[config.mk]
export PLATFORM = sky130hd
export DESIGN_NAME = add_arb_seq
export DESIGN_NICKNAME = d
export VERILOG_FILES = /design/src/rtl/add_arb_pkg.sv /design/src/rtl/add_slice.sv /design/src/rtl/add_arb_seq.sv
export SDC_FILE = /design/constraint.sdc
export NUM_CORES = 1
export LEC_CHECK = 0
export BUFFER_PORTS_ARGS = -buffer_cell sky130_fd_sc_hd__buf_2
export CAP_MARGIN = 20
export CELL_PAD_IN_SITES_DETAIL_PLACEMENT = 1
export CELL_PAD_IN_SITES_GLOBAL_PLACEMENT = 2
export CORE_ASPECT_RATIO = 1.75
export CORE_MARGIN = 10
export CORE_UTILIZATION = 33
export CTS_CLUSTER_DIAMETER = 80
export CTS_CLUSTER_SIZE = 12
export DETAILED_ROUTE_END_ITERATION = 12
export HOLD_SLACK_MARGIN = 0.1
export PLACE_DENSITY = 0.91
export SLEW_MARGIN = 20
export SYNTH_ARGS = -nofsm -noshare
export SYNTH_HDL_FRONTEND = slang
export SYNTH_SLANG_ARGS = --single-unit
[constraint.sdc]
create_clock -name clk -period 4.9 [get_ports clk]
set_input_delay 0.98 -clock clk [delete_from_list [all_inputs] [get_ports clk]]
set_output_delay 0.98 -clock clk [all_outputs]
set_load 0.01 [all_outputs]
[src/rtl/add_arb_pkg.sv]
// Shared types for the two-requester sequential adder: FSM state encoding and requester IDs.
package add_arb_pkg;

    typedef enum logic [1:0] {
        IDLE = 2'd0,
        LOW  = 2'd1,
        HIGH = 2'd2,
        DONE = 2'd3
    } state_t;

    localparam logic ID_REQ0 = 1'b0;
    localparam logic ID_REQ1 = 1'b1;

endpackage

[src/rtl/add_slice.sv]
// Combinational half-width adder slice with carry in/out; time-shared by add_arb_seq.
module add_slice #(
    parameter int unsigned SW = 16
) (
    input  logic [SW-1:0] i_a,
    input  logic [SW-1:0] i_b,
    input  logic          i_cin,
    output logic [SW-1:0] o_sum,
    output logic          o_cout
);

    assign {o_cout, o_sum} = {1'b0, i_a} + {1'b0, i_b} + {{SW{1'b0}}, i_cin};

endmodule

[src/rtl/add_arb_seq.sv]
// Two-requester W-bit adder computing each sum in two passes through one W/2-bit slice.
// Define ADD_ARB_RR_EN for round-robin arbitration; otherwise requester 0 has fixed priority.
module add_arb_seq
    import add_arb_pkg::*;
#(
    parameter int unsigned W = 32
) (
    input  logic         clk,
    input  logic         rst,
    input  logic         req0_valid,
    output logic         req0_ready,
    input  logic [W-1:0] req0_a,
    input  logic [W-1:0] req0_b,
    input  logic         req0_cin,
    input  logic         req1_valid,
    output logic         req1_ready,
    input  logic [W-1:0] req1_a,
    input  logic [W-1:0] req1_b,
    input  logic         req1_cin,
    output logic         rsp_valid,
    input  logic         rsp_ready,
    output logic [W-1:0] rsp_sum,
    output logic         rsp_cout,
    output logic         rsp_id
);

    localparam int unsigned H = W / 2;

    state_t         r_state;
    state_t         w_next;
    logic [W-1:0]   r_a;
    logic [W-1:0]   r_b;
    logic           r_cin;
    logic           r_id;
    logic [H-1:0]   r_lo;
    logic           r_carry;
    logic [W-1:0]   r_sum;
    logic           r_cout;

    logic           w_grant;
    logic           w_idle;
    logic           w_accept;
    logic [H-1:0]   w_sa;
    logic [H-1:0]   w_sb;
    logic           w_scin;
    logic [H-1:0]   w_ssum;
    logic           w_scout;

`ifdef ADD_ARB_RR_EN
    logic r_last;

    always_comb begin
        w_grant = ID_REQ0;
        if (req0_valid && req1_valid) begin
            w_grant = ~r_last;
        end else if (req1_valid) begin
            w_grant = ID_REQ1;
        end
    end

    always_ff @(posedge clk or posedge rst) begin
        if (rst) begin
            r_last <= ID_REQ1;
        end else if (w_accept) begin
            r_last <= w_grant;
        end
    end
`else
    always_comb begin
        w_grant = ID_REQ0;
        if (!req0_valid && req1_valid) begin
            w_grant = ID_REQ1;
        end
    end
`endif

    // Ready is gated by rst so it drops immediately while reset is held.
    assign w_idle     = (r_state == IDLE) && !rst;
    assign req0_ready = w_idle && (w_grant == ID_REQ0);
    assign req1_ready = w_idle && (w_grant == ID_REQ1);
    assign w_accept   = (req0_ready && req0_valid) || (req1_ready && req1_valid);

    assign rsp_valid = (r_state == DONE);
    assign rsp_sum   = r_sum;
    assign rsp_cout  = r_cout;
    assign rsp_id    = r_id;

    always_comb begin
        w_sa   = r_a[H-1:0];
        w_sb   = r_b[H-1:0];
        w_scin = r_cin;
        if (r_state == HIGH) begin
            w_sa   = r_a[W-1:H];
            w_sb   = r_b[W-1:H];
            w_scin = r_carry;
        end
    end

    add_slice #(.SW(H)) u_slice (
        .i_a    (w_sa),
        .i_b    (w_sb),
        .i_cin  (w_scin),
        .o_sum  (w_ssum),
        .o_cout (w_scout)
    );

    always_comb begin
        w_next = r_state;
        case (r_state)
            IDLE:    if (w_accept) w_next = LOW;
            LOW:     w_next = HIGH;
            HIGH:    w_next = DONE;
            DONE:    if (rsp_ready) w_next = IDLE;
            default: w_next = IDLE;
        endcase
    end

    always_ff @(posedge clk or posedge rst) begin
        if (rst) begin
            r_state <= IDLE;
        end else begin
            r_state <= w_next;
        end
    end

    always_ff @(posedge clk or posedge rst) begin
        if (rst) begin
            r_a     <= '0;
            r_b     <= '0;
            r_cin   <= 1'b0;
            r_id    <= ID_REQ0;
            r_lo    <= '0;
            r_carry <= 1'b0;
            r_sum   <= '0;
            r_cout  <= 1'b0;
        end else begin
            if (w_accept) begin
                r_a   <= (w_grant == ID_REQ1) ? req1_a   : req0_a;
                r_b   <= (w_grant == ID_REQ1) ? req1_b   : req0_b;
                r_cin <= (w_grant == ID_REQ1) ? req1_cin : req0_cin;
                r_id  <= w_grant;
            end
            if (r_state == LOW) begin
                r_lo    <= w_ssum;
                r_carry <= w_scout;
            end
            if (r_state == HIGH) begin
                r_sum  <= {w_ssum, r_lo};
                r_cout <= w_scout;
            end
        end
    end

endmodule

; Yosys cells after proc, flatten, opt, wreduce, memory -nomap -nowiden
; Cells that the tools add are included.
[totals]
ff_bits = 118
in_bits = 135
output_inout_bits = 37
[op_classes]
n_addsub = 2
eq_ne = 5
n_mux = 10
n_bitwise = 1
reduce_logical = 11
[op_table]
columns = op, n
row1 = $mux W32, 2
row2 = $mux W16, 2
row3 = $add A16 B16 Y17, 1
row4 = $add A17 B1 Y17, 1
row5 = $pmux W2 S4, 1
row6 = $logic_and A1 B1 Y1, 6
row7 = $eq A2 B2 Y1 const B, 2
row8 = $mux W2, 2
row9 = $mux W1, 3
row10 = $eq A2 B1 Y1 const B, 1
row11 = $logic_not A1 Y1, 2
row12 = $logic_not A2 Y1, 1
row13 = $ne A2 B1 Y1 const B, 1
row14 = $ne A2 B2 Y1 const B, 1
row15 = $reduce_and A2 Y1, 1
row16 = $logic_or A1 B1 Y1, 1
row17 = $not A1 Y1, 1

; Logic depth before layout (Yosys ltp)
[depth]
word_depth = 9
mapped_depth = 15
ltp_nobuf = 12

; Modules after synthesis
; A second synthesis with hierarchy kept.
[unflattened]
cells_unflattened = 468
area_unflattened_um2 = 6502.5
[modules_own_cells]
columns = mod, n_inst, cells_each, area_per_inst_um2, seq_area_each_um2
row1 = add_arb_seq, 1, 377, 5775.5, 2952.8
row2 = add_slice, 1, 91, 726.9, 0.0

; Worst setup path after synthesis
; OpenSTA, ideal clock, no wires.
[synth_timing]
kind = reg2reg
from = register r_state[0]
to = register r_sum[26] (netlist: rsp_sum[26])
arrival_ps = 3461
slack_ps = 1315
stages_incl_launch_ff = 16
n_path_buf = 3
synth_period_minus_slack_ps = 3585
cell_sequence = dfrtp_1 > inv_1 > ha_1 > clkbuf_1 > clkbuf_1 > buf_1 > mux2i_1 > fa_1 > inv_1 > fa_1 > nand3_1 > a32oi_1 > and3_1 > a31oi_1 > xnor2_1 > mux2_2
[synth_between]
elab_chain_cells = 4
word_cells_on_any_way = 6
cone_classes = add/sub: 2 / eq/ne: 1 / mux: 3
[synth_rtl]
columns = item, line_no
row1 = from (decl), add_arb_seq.sv:29  ; state_t r_state;
row2 = from (signal assigned), add_arb_seq.sv:122  ; r_state <= w_next;
row3 = $eq A2 B2 Y1 *, "add_arb_seq.sv:92, add_arb_seq.sv:147"
row4 = $mux W16, add_arb_seq.sv:92  ; if (r_state == HIGH) begin
row5 = $add A16 B16 Y17, add_slice.sv:12  ; assign {o_cout, o_sum} = {1'b0, i_a} + {1'b0, i_b} + {{SW{1'b0}}, i_cin};
row6 = $add A17 B1 Y17, add_slice.sv:12
row7 = to (signal assigned), add_arb_seq.sv:148  ; r_sum <= {w_ssum, r_lo};
row8 = to (decl), add_arb_seq.sv:37  ; logic [W-1:0] r_sum;
; Every way passes the cells marked *; elsewhere a longest branch is shown, timed or not.
; A chain may end at the register's enable or synchronous reset.

; Final worst setup path
[layout_timing]
from = register r_state[0]
to = register r_lo[14]
[layout_between]
elab_chain_cells = 4
word_cells_on_any_way = 7
cone_classes = add/sub: 2 / eq/ne: 2 / mux: 3
[layout_rtl]
columns = item, line_no
row1 = $eq A2 B2 Y1, add_arb_seq.sv:92
row2 = $mux W16, add_arb_seq.sv:92
row3 = $add A16 B16 Y17, add_slice.sv:12
row4 = $add A17 B1 Y17, add_slice.sv:12
row5 = to (signal assigned), add_arb_seq.sv:144  ; r_lo <= w_ssum;
row6 = to (decl), add_arb_seq.sv:35  ; logic [H-1:0] r_lo;
; Parallel ways exist; a longest one is shown, timed or not.

==> summary.md <==
| Metric | Value |
|---|---|
| Count of endpoints failing setup in the final report | `0` |
| Worst Min Path Start | `r_a[6]` |
| Maximum clock skew at final layout | `between 0.01 and 0.015 ns` |
| Root buffer selected by CTS | `sky130_fd_sc_hd__clkbuf_16` |
| Number of antenna cells inserted | `0` |
| Portion of the clock cycle consumed by the worst path in the final layout | `0.732` |
| Via count of the first global-routing pass | `5638` |
| Final count of pins violating max slew | `0` |
| Num CTS Buffers | `17` |
| Basic-gate share of the synthesized area counting and, or, nand and nor cells | `0.0934` |
| Adder and majority gate portion of the synthesized area | `0.0461` |
| Post-synthesis compound-gate area fraction | `0.119` |
| Max H-tree Level | `4` |
| Seq cells post-synth | `~120` |
| Worst endpoint data arrival time | `3.86 ns` |
| Critical Path Sink Type | `flop` |
| Starting utilization of the core area | `0.337` |
| Number of vias per cell after detailed routing | `roughly 5.0` |
| Total area of multi-input combinational cells | `roughly 3200 um^2` |
| XOR/XNOR share of the synthesized area | `0.0139` |
| Area of all placed cells without fillers | `approximately 8000 um^2` |
| Vertical die dimension | `203 um` |
| Initial detailed-routing violation count | `roughly 280` |
| Maximum achievable frequency | `roughly 0.28 GHz` |
| Sequential fraction of the synthesis area | `0.469` |
| Core area | `about 19000 um^2` |
| Antenna Violating Nets Remaining | `0` |
| Routed len/inst | `about 18 um` |
| Worst hold slack across all endpoints | `approximately 0.47 ns` |
| Gate Count Post-Synth | `~600` |
| Largest buffer count on any clock path | `2` |
| DRC violation count after routing | `0` |
| Ordered list of cells on the worst path | `inv_1, ha_4, mux2_2, ha_1, a21oi_1, o21ai_0, a31oi_1, mux2i_1, a41oi_1, o311ai_1` |
| Total power consumption of the routed design | `6.19 mW` |
| Clock-pin slew reported for the worst setup and hold paths after clock tree synthesis | `0.05 ns` |
| Pin count of the biggest net entering global routing | `93` |
| Setup Buffers After CTS | `0` |
| Number of iterations in the first detailed-routing pass | `4` |
| Minimum period implied by the final worst setup slack | `3.59 ns` |
| Fill count | `between 2000 and 2500` |
| Met3 global-route usage | `0.0323` |
| Reg-to-reg critical path endpoint | `r_lo[14]` |
| Transition time of the tightest slew-check pin | `~1.1 ns` |
| Row cnt | `66` |
| Delay of the slowest critical-path stage | `0.51 ns` |
| Worst hold path type | `flop to flop` |
| CTS tree | `built` |
| Register-to-Register Setup Slack | `~1.3 ns` |
| Congestion Overflow GR | `0` |
| Total wire length after detailed routing | `approximately 18000 um` |
| Global-route wire length before repair | `29300 um` |
| Fraction of synthesis flops using an asynchronous set or reset pin | `1.00` |
| Startpoint type of the worst setup path | `flop` |
| Area of the die | `between 20000 and 30000 um^2` |
| Setup repair after global routing missed its margin | `no` |
| Routability-driven placement congestion ratio | `between 0.8 and 0.9` |
| Most numerous cell types in the synthesized netlist | `sky130_fd_sc_hd__dfrtp_1, sky130_fd_sc_hd__nand2_1, sky130_fd_sc_hd__o21ai_0` |
| Result of the run | `finished, final reports clean` |
| Cell with the most instances after synthesis | `sky130_fd_sc_hd__dfrtp_1` |
| Most heavily used metal layer in global routing | `met2` |
| Most instantiated flip-flop cell in the synthesis netlist | `sky130_fd_sc_hd__dfrtp_1` |
| Fraction of layout cells with a size suffix above 1 | `0.371` |
| GRT Overall Usage | `0.143` |
| Hold endpoint | `r_a[6]` |
| R2r startpoint | `r_state[0]` |
| Portion of synthesized cell area occupied by the leading cell type | `0.469` |
| Relative max-transition margin | `0.297` |
| Flip-flop and latch area | `between 2000 and 3000 um^2` |
| Cell types occupying the most area after synthesis | `sky130_fd_sc_hd__dfrtp_1, sky130_fd_sc_hd__mux2_2, sky130_fd_sc_hd__mux2i_1, sky130_fd_sc_hd__o21ai_0, sky130_fd_sc_hd__nand2_1` |
| Kind of critical path | `flop to flop` |
| Hold-fix buffers, CTS | `0` |
| Clock sink total | `about 120` |
| Master of the slowest instance on the critical path | `sky130_fd_sc_hd__ha_4` |
| Final design utilization | `0.432` |
| Biggest fanout along the worst timing path | `38` |
| Number of different library cells in the post-synthesis netlist | `47` |
| Total Neg Setup Slack | `0 ns` |
| Cell family contributing the most delay on the critical path | `compound AO/OA/AOI/OAI gates` |
| Clock latency of the later-clocked register in the worst-skew pair | `between 0.4 and 0.5 ns` |
| Layout overhead on the synthesized area | `28.1%` |
| Pleak | `3.83 nW` |
| Combined area of all synthesized cells | `around 6300 um^2` |
| Total count of hold-check failures in the final report | `0` |
| Largest family of logic cells by synthesized area | `multiplexers` |
| Post-Syn Nets | `between 700 and 800` |
| Data required, critical path | `5.18 ns` |
| Overall via count from detail_route | `4987` |
| Antenna violations before repair | `0` |
| Yosys warnings | `0` |
| Count of maximum capacitance violations | `0` |
| Number of buffers and inverters on the critical path | `1` |
| Placed wire-length estimate | `14200 um` |
| Post-CTS resize count | `0` |
| Width of the die | `124 um` |
| Grt met1 use | `0.152` |
| R2R cell count | `10` |
| Power density cells | `~770 nW/um^2` |
| Multiplexer area fraction after synthesis | `0.229` |
| Cell depth of the worst min-delay path | `2` |
| Top Ports | `about 170` |
| Peak supply drop | `roughly 0.28 mV` |
| Number of enable-type register cells in the synthesized netlist | `0` |
| Number of buffer cells added on primary ports | `between 150 and 200` |
| Final layout net count | `between 900 and 1000` |
| Area post-placement | `7380 um^2` |
| Global routing met2 resource utilization | `0.263` |
| Average size of a mapped cell | `between 10 and 15 um^2` |
| Top cell type by total area after synthesis | `sky130_fd_sc_hd__dfrtp_1` |
## per-stage QoR
stage / std cells / worst slack [ns]
after global placement: 974 / 1.47
after detailed placement: 974 / 1.37
after floorplan: 595 / 0.791
after global routing: 1006 / 1.08
final: 1006 / 1.31
after CTS: 1006 / 1.30
## worst reg2reg max path: cells and delay by family (launching register included)
family | cells | cell delay, ns
flops | 1 | 0.40
compound gates | 5 | 1.27
fa+ha+maj | 2 | 1.01
mux | 2 | 0.61
buf+inv | 1 | 0.17
## routing by layer
metal,up-vias,wire [um],share of wire
met2,115,9970,0.55
met5,-,0,0
met1,2416,7160,0.39
li1,2430,-,-
met3,26,678,0.037
met4,0,477,0.026
## cell families after synthesis
kind of cell / after synthesis
buffers and inverters: 46
XOR/XNOR: 10
adder cells (fa/ha/maj): 22
multiplexers: 136
AND/OR/NAND/NOR: 136
flip-flops: 118
AO/OA/AOI/OAI: 127
## cell type report
class | count | area share
multi-input combinational | 431 | 0.395
sequential | 118 | 0.366
timing repair buffer | 177 | 0.112
clock buffer | 18 | 0.0532
tap | 238 | 0.0369
clock inverter | 14 | 0.0316
inverter | 10 | 0.00496
## worst max path at each step
stage / from / to / slack, ns / cells past startpoint
2_1_floorplan: rst / r_a[0] / 0.79 / 1
3_3_place_gp: r_state[0] / r_lo[10] / 1.47 / 12
3_5_place_dp: r_state[0] / rsp_sum[26] / 1.37 / 12
4_1_cts: r_state[0] / r_lo[14] / 1.30 / 10
5_1_grt: r_state[0] / r_lo[14] / 1.08 / 10
6_report: r_state[0] / r_lo[14] / 1.31 / 10
## cell usage in the layout (no fill, tap or decap), drive strengths merged, types with 5 or more instances in the layout
cell type / Yosys / routed
clkinv: 1 / 7
clkbuf: 22 / 18
mux2i: 71 / 71
dfrtp: 118 / 118
mux2: 65 / 65
a21o: 6 / 6
xnor2: 8 / 8
nand3: 5 / 5
nor2: 22 / 22
o21ai: 78 / 78
ha: 20 / 20
nor2b: 6 / 6
inv: 9 / 9
a21oi: 22 / 22
bufinv: 0 / 7
buf: 14 / 177
nand2: 88 / 88
## where the power goes
part | switching [mW] | internal, mW
clock network | 0.438 | 1.00
registers | 0.260 | 1.46
logic | 1.74 | 1.29
## flip-flops by register name, summed over array words and instances, names as in the netlist
signal / count
r_a: 32
r_b: 32
r_carry: 1
r_cin: 1
r_lo: 16
r_state: 2
rsp_cout: 1
rsp_id: 1
rsp_sum: 32
(Power assumes the default switching activity.)
